===== src/rtl/uart_msg_ctl_if.sv =====
// ---------------------------------------------------------------------------
// uart_msg_ctl_if
// Bundles the byte-level signals between uart_msg_ctl and its neighbours
// (UART RX core, UART TX core, control/status).
//   mode_sw  : mode select from a switch (asynchronous), 0 = echo, 1 = send
//   rx_data  : byte from UART RX, qualified by the one-cycle rx_valid strobe
//   tx_data  : byte to UART TX, qualified by tx_valid, consumed on tx_ready
//   ovf_clr  : clears the sticky overflow flag
//   ovf      : sticky echo-FIFO overflow flag
//   busy     : message in flight or echo bytes still pending
// The slave modport is the uart_msg_ctl side; master is the environment side.
// ---------------------------------------------------------------------------
interface uart_msg_ctl_if #(
  parameter int DATA_W = 8
);
  logic              mode_sw;
  logic [DATA_W-1:0] rx_data;
  logic              rx_valid;
  logic [DATA_W-1:0] tx_data;
  logic              tx_valid;
  logic              tx_ready;
  logic              ovf_clr;
  logic              ovf;
  logic              busy;

  modport master (
    output mode_sw, rx_data, rx_valid, tx_ready, ovf_clr,
    input  tx_data, tx_valid, ovf, busy
  );

  modport slave (
    input  mode_sw, rx_data, rx_valid, tx_ready, ovf_clr,
    output tx_data, tx_valid, ovf, busy
  );
endinterface


===== src/rtl/uart_msg_ctl.sv =====
// ---------------------------------------------------------------------------
// uart_msg_ctl
// Mode-selectable byte source for the UART TX path.
//   Echo mode: received bytes are buffered in a FIFO and replayed to TX.
//   Send mode: a fixed message is transmitted every PERIOD cycles.
// Ports:
//   clk  : clock, all logic on the rising edge
//   rst  : synchronous reset, active-high
//   bus  : uart_msg_ctl_if.slave (mode_sw, rx_data/rx_valid, tx_data/tx_valid/
//          tx_ready, ovf_clr, ovf, busy)
// Build option:
//   ECHO_UPCASE_EN : when defined, echoed bytes 'a'..'z' are emitted as
//                    'A'..'Z'. The FIFO keeps raw bytes; the mapping is applied
//                    when a byte is loaded into the TX register. Message bytes
//                    are never mapped.
// ---------------------------------------------------------------------------
module uart_msg_ctl #(
  parameter int                   DATA_W     = 8,
  parameter int                   FIFO_DEPTH = 16,
  parameter int                   PERIOD     = 100000000,
  parameter int                   MSG_LEN    = 15,
  parameter logic [8*MSG_LEN-1:0] MSG        = "Hello, world!\r\n"
) (
  input logic           clk,
  input logic           rst,
  uart_msg_ctl_if.slave bus
);

  localparam int AW = $clog2(FIFO_DEPTH);
  localparam int PW = AW + 1;
  localparam int CW = $clog2(PERIOD + 1);
  localparam int IW = (MSG_LEN > 1) ? $clog2(MSG_LEN) : 1;

  localparam logic [1:0] S_ECHO = 2'd0;
  localparam logic [1:0] S_WAIT = 2'd1;
  localparam logic [1:0] S_SEND = 2'd2;

`ifdef ECHO_UPCASE_EN
  localparam logic [DATA_W-1:0] LC_A     = DATA_W'(8'h61);
  localparam logic [DATA_W-1:0] LC_Z     = DATA_W'(8'h7A);
  localparam logic [DATA_W-1:0] CASE_OFS = DATA_W'(8'h20);
`endif

  // Character i of the message; character 0 sits in the most significant byte.
  function automatic logic [DATA_W-1:0] msg_char(input int i);
    logic [7:0] c;
    c = MSG[8*(MSG_LEN-1-i) +: 8];
    return DATA_W'(c);
  endfunction

  function automatic logic [DATA_W-1:0] echo_map(input logic [DATA_W-1:0] b);
`ifdef ECHO_UPCASE_EN
    if (b >= LC_A && b <= LC_Z) return b - CASE_OFS;
    return b;
`else
    return b;
`endif
  endfunction

  logic              r_mode_meta;
  logic              r_mode_s;
  logic [1:0]        r_state;
  logic [PW-1:0]     r_wr;
  logic [PW-1:0]     r_rd;
  logic [DATA_W-1:0] r_mem [FIFO_DEPTH];
  logic [CW-1:0]     r_cnt;
  logic [IW-1:0]     r_idx;
  logic [DATA_W-1:0] r_tx_data;
  logic              r_tx_valid;
  logic              r_ovf;

  logic              w_full;
  logic              w_pop;
  logic              w_push;
  logic              w_ovf_set;
  logic [PW-1:0]     w_rd_nxt;
  logic              w_stored;
  logic              w_echo_avail;
  logic [DATA_W-1:0] w_echo_byte;
  logic              w_last;
  logic              w_cnt_done;

  // Pointers carry one extra wrap bit so full and empty are distinguishable.
  assign w_full    = (r_wr[AW] != r_rd[AW]) && (r_wr[AW-1:0] == r_rd[AW-1:0]);
  // The presented echo byte stays in the FIFO until TX accepts it.
  assign w_pop     = (r_state == S_ECHO) && r_tx_valid && bus.tx_ready;
  // A pop in the same cycle frees the slot a push into a full FIFO needs.
  assign w_push    = bus.rx_valid && (!w_full || w_pop);
  assign w_ovf_set = bus.rx_valid && w_full && !w_pop;
  assign w_rd_nxt  = w_pop ? r_rd + PW'(1) : r_rd;

  // Next echo byte: from storage if anything remains after this cycle's pop,
  // otherwise forwarded from the incoming byte being pushed this cycle.
  assign w_stored     = (r_wr != w_rd_nxt);
  assign w_echo_avail = w_stored || w_push;
  assign w_echo_byte  = w_stored ? r_mem[w_rd_nxt[AW-1:0]] : bus.rx_data;

  assign w_last     = (r_idx == IW'(MSG_LEN - 1));
  assign w_cnt_done = (r_cnt == CW'(PERIOD - 1));

  // Mode switch synchroniser
  always_ff @(posedge clk) begin
    if (rst) begin
      r_mode_meta <= 1'b0;
      r_mode_s    <= 1'b0;
    end else begin
      r_mode_meta <= bus.mode_sw;
      r_mode_s    <= r_mode_meta;
    end
  end

  // Echo FIFO storage
  always_ff @(posedge clk) begin
    if (w_push) r_mem[r_wr[AW-1:0]] <= bus.rx_data;
  end

  // Echo FIFO pointers and overflow flag
  always_ff @(posedge clk) begin
    if (rst) begin
      r_wr  <= '0;
      r_rd  <= '0;
      r_ovf <= 1'b0;
    end else begin
      if (w_push) r_wr <= r_wr + PW'(1);
      r_rd <= w_rd_nxt;
      // A new overflow wins over a simultaneous clear.
      if (w_ovf_set)        r_ovf <= 1'b1;
      else if (bus.ovf_clr) r_ovf <= 1'b0;
    end
  end

  // Mode FSM and TX output register
  always_ff @(posedge clk) begin
    if (rst) begin
      r_state    <= S_ECHO;
      r_cnt      <= '0;
      r_idx      <= '0;
      r_tx_valid <= 1'b0;
      r_tx_data  <= '0;
    end else begin
      case (r_state)
        S_ECHO: begin
          // The mode is only re-examined while no byte is on offer.
          if (!r_tx_valid && r_mode_s) begin
            r_state <= S_WAIT;
            r_cnt   <= '0;
          end else if (!r_tx_valid || w_pop) begin
            r_tx_valid <= w_echo_avail;
            if (w_echo_avail) r_tx_data <= echo_map(w_echo_byte);
          end
        end
        S_WAIT: begin
          if (!r_mode_s) begin
            r_state <= S_ECHO;
          end else if (w_cnt_done) begin
            r_state    <= S_SEND;
            r_idx      <= '0;
            r_tx_valid <= 1'b1;
            r_tx_data  <= msg_char(0);
          end else begin
            r_cnt <= r_cnt + CW'(1);
          end
        end
        S_SEND: begin
          // The message always runs to completion regardless of the mode.
          if (bus.tx_ready) begin
            if (w_last) begin
              r_state    <= S_WAIT;
              r_cnt      <= '0;
              r_tx_valid <= 1'b0;
            end else begin
              r_idx     <= r_idx + IW'(1);
              r_tx_data <= msg_char(int'(r_idx) + 1);
            end
          end
        end
        default: begin
          r_state    <= S_ECHO;
          r_tx_valid <= 1'b0;
        end
      endcase
    end
  end

  assign bus.tx_data  = r_tx_data;
  assign bus.tx_valid = r_tx_valid;
  assign bus.ovf      = r_ovf;
  assign bus.busy     = (r_state == S_SEND) || (r_wr != r_rd);

endmodule


===== src/flat_wrapper.sv =====
// flat-port wrapper written by rule: the top's interface ports become plain ports
module uart_msg_ctl_flat 
#(
  parameter int                   DATA_W     = 8,
  parameter int                   FIFO_DEPTH = 16,
  parameter int                   PERIOD     = 100000000,
  parameter int                   MSG_LEN    = 15,
  parameter logic [8*MSG_LEN-1:0] MSG        = "                 "
)
  (clk, rst, bus_mode_sw, bus_rx_data, bus_rx_valid, bus_tx_ready, bus_ovf_clr, bus_tx_data, bus_tx_valid, bus_ovf, bus_busy);
  uart_msg_ctl_if #(.DATA_W(DATA_W)) bus_i ();
  input logic clk;
  input logic rst;
  input wire logic [$bits(bus_i.mode_sw)-1:0] bus_mode_sw;
  input wire logic [$bits(bus_i.rx_data)-1:0] bus_rx_data;
  input wire logic [$bits(bus_i.rx_valid)-1:0] bus_rx_valid;
  input wire logic [$bits(bus_i.tx_ready)-1:0] bus_tx_ready;
  input wire logic [$bits(bus_i.ovf_clr)-1:0] bus_ovf_clr;
  output wire logic [$bits(bus_i.tx_data)-1:0] bus_tx_data;
  output wire logic [$bits(bus_i.tx_valid)-1:0] bus_tx_valid;
  output wire logic [$bits(bus_i.ovf)-1:0] bus_ovf;
  output wire logic [$bits(bus_i.busy)-1:0] bus_busy;
  assign bus_i.mode_sw = bus_mode_sw;
  assign bus_i.rx_data = bus_rx_data;
  assign bus_i.rx_valid = bus_rx_valid;
  assign bus_i.tx_ready = bus_tx_ready;
  assign bus_i.ovf_clr = bus_ovf_clr;
  assign bus_tx_data = bus_i.tx_data;
  assign bus_tx_valid = bus_i.tx_valid;
  assign bus_ovf = bus_i.ovf;
  assign bus_busy = bus_i.busy;
  uart_msg_ctl #(.DATA_W(DATA_W), .FIFO_DEPTH(FIFO_DEPTH), .PERIOD(PERIOD), .MSG_LEN(MSG_LEN), .MSG(MSG)) u_core (.clk(clk), .rst(rst), .bus(bus_i));
endmodule

===== config.mk =====
export PLATFORM = sky130hd
export DESIGN_NAME = uart_msg_ctl_flat
export DESIGN_NICKNAME = d
export VERILOG_FILES = /design/src/rtl/uart_msg_ctl_if.sv /design/src/rtl/uart_msg_ctl.sv /design/src/flat_wrapper.sv
export SDC_FILE = /design/constraint.sdc
export NUM_CORES = 1
export LEC_CHECK = 0
export CAP_MARGIN = 20
export CELL_PAD_IN_SITES_DETAIL_PLACEMENT = 0
export CELL_PAD_IN_SITES_GLOBAL_PLACEMENT = 1
export CORE_UTILIZATION = 45
export DETAILED_ROUTE_END_ITERATION = 6
export GPL_TIMING_DRIVEN = 1
export HOLD_SLACK_MARGIN = 0.02
export PLACE_DENSITY_LB_ADDON = 0.2
export SYNTH_ARGS = -nofsm -noshare
export SYNTH_HDL_FRONTEND = slang
export SYNTH_SLANG_ARGS = --single-unit

===== constraint.sdc =====
create_clock -name clk -period 8.5 [get_ports clk]
set_input_delay 1.7 -clock clk [delete_from_list [all_inputs] [get_ports clk]]
set_output_delay 1.7 -clock clk [all_outputs]
set_load 0.02 [all_outputs]

==> impl_metrics.tcl, run 1 <==
set metrics [dict create \
    p_int_mw 1.53 \
    cp_max_fo 13 \
    synthArstFlopShare_pct 0 \
    syn-mean-instance-area_sq_um 12.2 \
    grt_pass1_wl_um 31900 \
    dp_slack_ps 3350 \
    cellLeakagePower_nw 3.22 \
    placed_cells 973 \
    fin_setup_tns_ps 0 \
    synth_edf_count 128 \
    worstHoldPathType "reg -> reg" \
    holdBufCountCts 0 \
    fin_hold_ws_ps 455 \
    setup_violations 0 \
    netlist_top_cells_count "edfxtp_1 (128), nor2_1 (69), dfxtp_1 (55), mux2i_1 (49), a21oi_1 (42)" \
    power_switching_mw 0.620 \
    ys_ff_latch 183 \
    ys_seq_area_share_pct 56.1 \
    synth_top_area_share_pct 43.6 \
    antenna_cells 0 \
    multi_input_area_sq_um 3630 \
    timing.final.max_slew_violations 0 \
    critPathLaunchType "primary input" \
    cts_tree "built" \
    clockRootBuffer "clkbuf_16" \
    cp.arrival_ps 5010 \
    crit_type "in -> reg" \
    p_per_area_nw_per_um2 217 \
    synth_nets 746 \
    wl_met3_um 695 \
    syn_area_sq_um 8820 \
    final_hold_viol_count 0 \
    drtAntennaViolNets 0 \
    drtIter0Drc 337 \
    period_needed_ps 4690 \
    top_layer "met4" \
    numCtsBuffers 17 \
    fin_crit_sh_pct 55.1 \
    drive_gt1_share_pct 11.5 \
    fin_nets 760 \
    comb_power_share_pct 18.2 \
    placed_cell_area_sq_um 9320 \
    sw_frac_of_total_pct 28.8 \
    grt_pass1_vias 5791 \
    tightest_slew_ps 1100 \
    numPortBuffers 24 \
    clock_skew_ps 11.3 \
    clock_path_buffers 2 \
    grt.overflow.total 0 \
    antenna_found_initial 0 \
    synth_largest_area_cell "edfxtp_1" \
    ir_drop_uv 134 \
    synthFlopType "edfxtp_1" \
    h-tree-depth 4 \
    vias 5721 \
    fmax_ghz 0.213 \
    routed_via_density 5.68 \
    grt_usage_pct 21.2 \
    slew_headroom_pct 26.7 \
    synth_cell_type_count 66 \
    routedWlPerCell_um 19.7 \
    synth.most_common_cell "edfxtp_1" \
    chipWidth_um 142 \
    cts_setup_buffers 0 \
    hpwl_um 12600 \
    start_util_pct 46.5 \
    dr.pass1.iters 4 \
    grt_setup_unrepaired "no" \
    regArea_sq_um 4950 \
    cts.sinks 183 \
    fin_cells 1007 \
    worst_slack_ps 3810 \
    fp.dieArea_sq_um 20200 \
    wl_met2_um 9540 \
    status "finished, final reports clean" \
    drc_errors 0 \
    syn_to_final_growth_pct 12.3 \
    cts_resized 0 \
    synth_cells 720 \
    path_clk_slew_ps 70 \
    ys_warn_count 0 \
    fin_area_sq_um 9900 \
    core_area_sq_um 19000 \
    num_io_pins 25 \
    endpoint_kind "flip-flop" \
    final_util_pct 52.2 \
    seqPwrFrac_pct 46.5 \
    grt_max_degree 56 \
    placement_rows 50 \
    power_mw 2.15 \
    drt-met1-wl_um 9230 \
    drv_cap 0 \
    num-fill-cells 1631 \
    fp.dieH_um 142 \
    clkLatencyLatePin_ps 430 \
    pwr-share-clk_pct 35.2 \
    drt-total-wl_um 19800 \
    cp.required_ps 8820 \
    gp_routability_congestion 0.747 \
    synth_area_leaders "edfxtp_1 (44%), dfxtp_1 (12%), mux2i_1 (5.6%)" \
]
[kinds of logic after synthesis]
group | share of synthesized area (%)
adders and majority gates | 1.70
xor gates and xnor gates | 4.16
DFF | 56.1
AOI/OAI and AO/OA | 10.0
buffers and inverters | 2.98
muxes | 11.9
and+or+nand+nor | 13.2
[cells in the final DEF (no fill, tap or decap), types with 3 or more instances in the layout]
master,count
a211oi_1,36
a21oi_1,42
a221o_1,4
a311oi_1,4
and2_1,5
and3_1,8
buf_4,16
clkbuf_16,17
clkdlybuf4s50_1,24
clkinv_4,3
dfxtp_1,54
edfxtp_1,128
ha_1,11
inv_1,16
inv_8,4
mux2i_1,49
mux4_2,21
nand2_1,39
nand2b_1,7
nand3_1,19
nand4_1,13
nor2_1,69
nor2b_1,37
nor3_1,13
o21ai_0,8
xnor2_1,10
xor2_1,29
[power by group through the flow]
stage	combinational, mW	sequential (mW)	clock [mW]
after floorplan	0.256	1.03	0
after detailed placement	0.392	1.02	0
after global placement	0.388	1.02	0
after global routing	0.423	1.01	0.809
final	0.392	1.00	0.759
after CTS	0.394	1.00	0.776
[final timing paths]
kind                                        end  cells past startpoint                           from  slack, ps
max          u_core.bus.tx_data[1]$_SDFFE_PP0P_                      9                   bus_tx_ready       3810
min                  u_core.r_mode_s$_SDFF_PP0_                      1  u_core.r_mode_meta$_SDFF_PP0_        450
max reg2reg  u_core.bus.tx_data[1]$_SDFFE_PP0P_                     10      u_core.r_rd[1]$_SDFF_PP0_       4590
min reg2reg          u_core.r_mode_s$_SDFF_PP0_                      1  u_core.r_mode_meta$_SDFF_PP0_        450
[layout make-up]
cell class	count	share of cell area (%)
clock buffer	18	4.33
clock inverter	14	1.42
inverter	16	0.606
multi-input combinational	475	36.7
sequential	183	49.9
tap	260	3.28
timing repair buffer	41	3.75
[state kept, by name, indices dropped and copies added, names as in the netlist]
register / flops
u_core.bus.ovf: 1
u_core.bus.tx_data: 8
u_core.bus.tx_valid: 1
u_core.r_cnt: 27
u_core.r_idx: 4
u_core.r_mem: 128
u_core.r_mode_meta: 1
u_core.r_mode_s: 1
u_core.r_rd: 5
u_core.r_state: 2
u_core.r_wr: 5
[worst max-delay path: stages]
cell	delay, ps
clkdlybuf4s50_1	630
nand4_1	360
xnor2_4	640
buf_4	350
mux4_1	570
nor2b_1	140
a211oi_1	220
a211oi_1	80
a221o_2	300
[per-layer routing]
layer / GRT usage [%] / up-vias
li1: - / 2725
met1: 27.8 / 2862
met2: 34.9 / 108
met3: 4.41 / 26
met4: 7.58 / 0
met5: 0 / -
Note: power is estimated with default switching activity, not from simulation.
==> run 2, diff against run 1 <==
==> constraint.sdc (replaced) <==
create_clock -name clk -period 4.2 [get_ports clk]
set_input_delay 0.84 -clock clk [delete_from_list [all_inputs] [get_ports clk]]
set_output_delay 0.84 -clock clk [all_outputs]
set_load 0.02 [all_outputs]
==> run 2 against run 1 <==
- utilization up 0.68 points
- largest cell class unchanged
- total power up 100%
- largest power group unchanged
- first-iteration DRC count rose by 18%
- clock power is 99% higher
- count of clock-buffer cells in the layout is 1 higher
- critical path type unchanged
- sequential power rose by 100%
- hold slack worse by 18 ps
- critical path depth down 1
- clock skew shrank 2.3 ps
- sequential share of layout area shrank 0.64 points
- wire length up 3.1%
==> impl_metrics.tcl, run 2 (synthesis gave the netlist of run 1 again) <==
set metrics [dict create \
    crit_start "bus_tx_ready" \
    start_util_pct 46.5 \
    grt_setup_unrepaired "no" \
    largest_reg_flops 128 \
    clock_skew_ps 8.96 \
    fmax_ghz 0.282 \
    drive_gt1_share_pct 13.9 \
    setup_violations 0 \
    routed_via_density 5.77 \
    reg2reg_to "u_core.bus.tx_data[1]$_SDFFE_PP0P_" \
    drc_errors 0 \
    path_cells "clkdlybuf4s50_1, nand4_1, xnor2_4, buf_4, mux4_2, a211oi_1, a211oi_1, a221o_2" \
    reg2reg_from "u_core.r_state[0]$_SDFFE_PP0P_" \
    endpoint_kind "flip-flop" \
    cellLeakagePower_nw 3.32 \
    cts.sinks 183 \
    cts_resized 0 \
    drtIter0Drc 396 \
    hpwl_um 13400 \
    power_mw 4.34 \
    syn_to_final_growth_pct 13.8 \
    placed_cells 993 \
    hp-start "u_core.r_mode_meta$_SDFF_PP0_" \
    timing.final.max_slew_violations 0 \
    status "finished, final reports clean" \
    routedWlPerCell_um 20.0 \
    numCtsBuffers 17 \
    worstHoldPathType "reg -> reg" \
    h-tree-depth 4 \
    antenna_cells 0 \
    numPortBuffers 24 \
    cp_max_fo 12 \
    num_io_pins 25 \
    layout_commonest_cell "edfxtp_1" \
    worstHoldEndpoint "u_core.r_mode_s$_SDFF_PP0_" \
    period_needed_ps 3550 \
    fin_setup_tns_ps 0 \
    hold_path_depth 1 \
    holdBufCountCts 0 \
    cp.arrival_ps 3860 \
    gp_routability_congestion 0.820 \
    slew_headroom_pct 32.4 \
    antenna_found_initial 0 \
    drt-total-wl_um 20500 \
    drv_cap 0 \
    grt_usage_pct 21.6 \
    clock_path_buffers 2 \
    ir_drop_uv 297 \
    cts_tree "built" \
    chipWidth_um 142 \
    tightest_slew_ps 1010 \
    placed_cell_area_sq_um 9470 \
    cp.required_ps 4510 \
    clockRootBuffer "clkbuf_16" \
    fin_crit_sh_pct 84.5 \
    final_hold_viol_count 0 \
    placement_rows 50 \
    fp.dieArea_sq_um 20200 \
    grt.overflow.total 0 \
    fin_nets 778 \
    clkLatencyLatePin_ps 430 \
    core_area_sq_um 19000 \
    critPathLaunchType "primary input" \
    grt_max_degree 55 \
    reg2regPathDepth 9 \
    drtAntennaViolNets 0 \
    path_clk_slew_ps 70 \
    layout_common_cells "edfxtp_1 (128), nor2_1 (69), dfxtp_1 (54)" \
    fin_area_sq_um 10000 \
    grt_pass1_vias 5814 \
    dr.pass1.iters 5 \
    crit_type "in -> reg" \
    num-fill-cells 1622 \
    vias 5912 \
    p_per_area_nw_per_um2 433 \
    crit_path_frequent_cell "a211oi_1" \
    grt_pass1_wl_um 32300 \
    fin_cells 1025 \
    fin_hold_ws_ps 437 \
    cpPeakStageDelay_ps 620 \
    fp.dieH_um 142 \
    cts_setup_buffers 0 \
    r2r_setup_slack_ps 750 \
    slowest_stage "clkdlybuf4s50_1" \
]
-- run 2: worst max path at each step --
stage / endpoint / cells after the start
finish: u_core.bus.tx_data[1]$_SDFFE_PP0P_ / 8
global route: u_core.bus.tx_data[1]$_SDFFE_PP0P_ / 8
CTS: u_core.bus.tx_data[1]$_SDFFE_PP0P_ / 8
detailed placement: u_core.bus.tx_data[1]$_SDFFE_PP0P_ / 8
global placement: u_core.bus.tx_data[1]$_SDFFE_PP0P_ / 8
floorplan: u_core.bus.tx_data[1]$_SDFFE_PP0P_ / 7
-- run 2: critical path: cells and delay by family --
family | cells | cell delay (ps)
and+or+nand+nor | 1 | 360
muxes | 1 | 500
xor gates and xnor gates | 1 | 600
AOI/OAI and AO/OA | 3 | 650
buffers and inverters | 2 | 900
-- run 2: stage by stage --
stage	worst slack [ps]	utilization (%)
2_1_floorplan	1340	-
5_1_grt	396	52.9
6_report	650	52.9
4_1_cts	644	52.9
3_3_place_gp	178	49.9
3_5_place_dp	184	49.9
-- run 2: final cells by class --
cell class	instances	area (sq um)	share of cell area (%)
clock buffer	19	453	4.51
clock inverter	13	114	1.13
inverter	16	60.1	0.599
multi-input combinational	475	3630	36.2
sequential	183	4950	49.3
tap	260	325	3.24
timing repair buffer	59	503	5.01
-- run 2: report_power, final --
group	internal (mW)	total (mW)	switching, mW
registers	1.98	2.03	0.0480
logic	0.340	0.797	0.457
clock network	0.806	1.51	0.708
-- run 2: metal layers --
| layer | track usage [%] | part of all wire [%] | vias to the layer above |
|---|---|---|---|
| met4 | 7.53 | 1.7 | 0 |
| met3 | 4.68 | 4.9 | 23 |
| met1 | 30.1 | 47 | 2981 |
| met2 | 33.4 | 47 | 133 |
| li1 | - | - | 2775 |
| met5 | 0 | 0 | - |
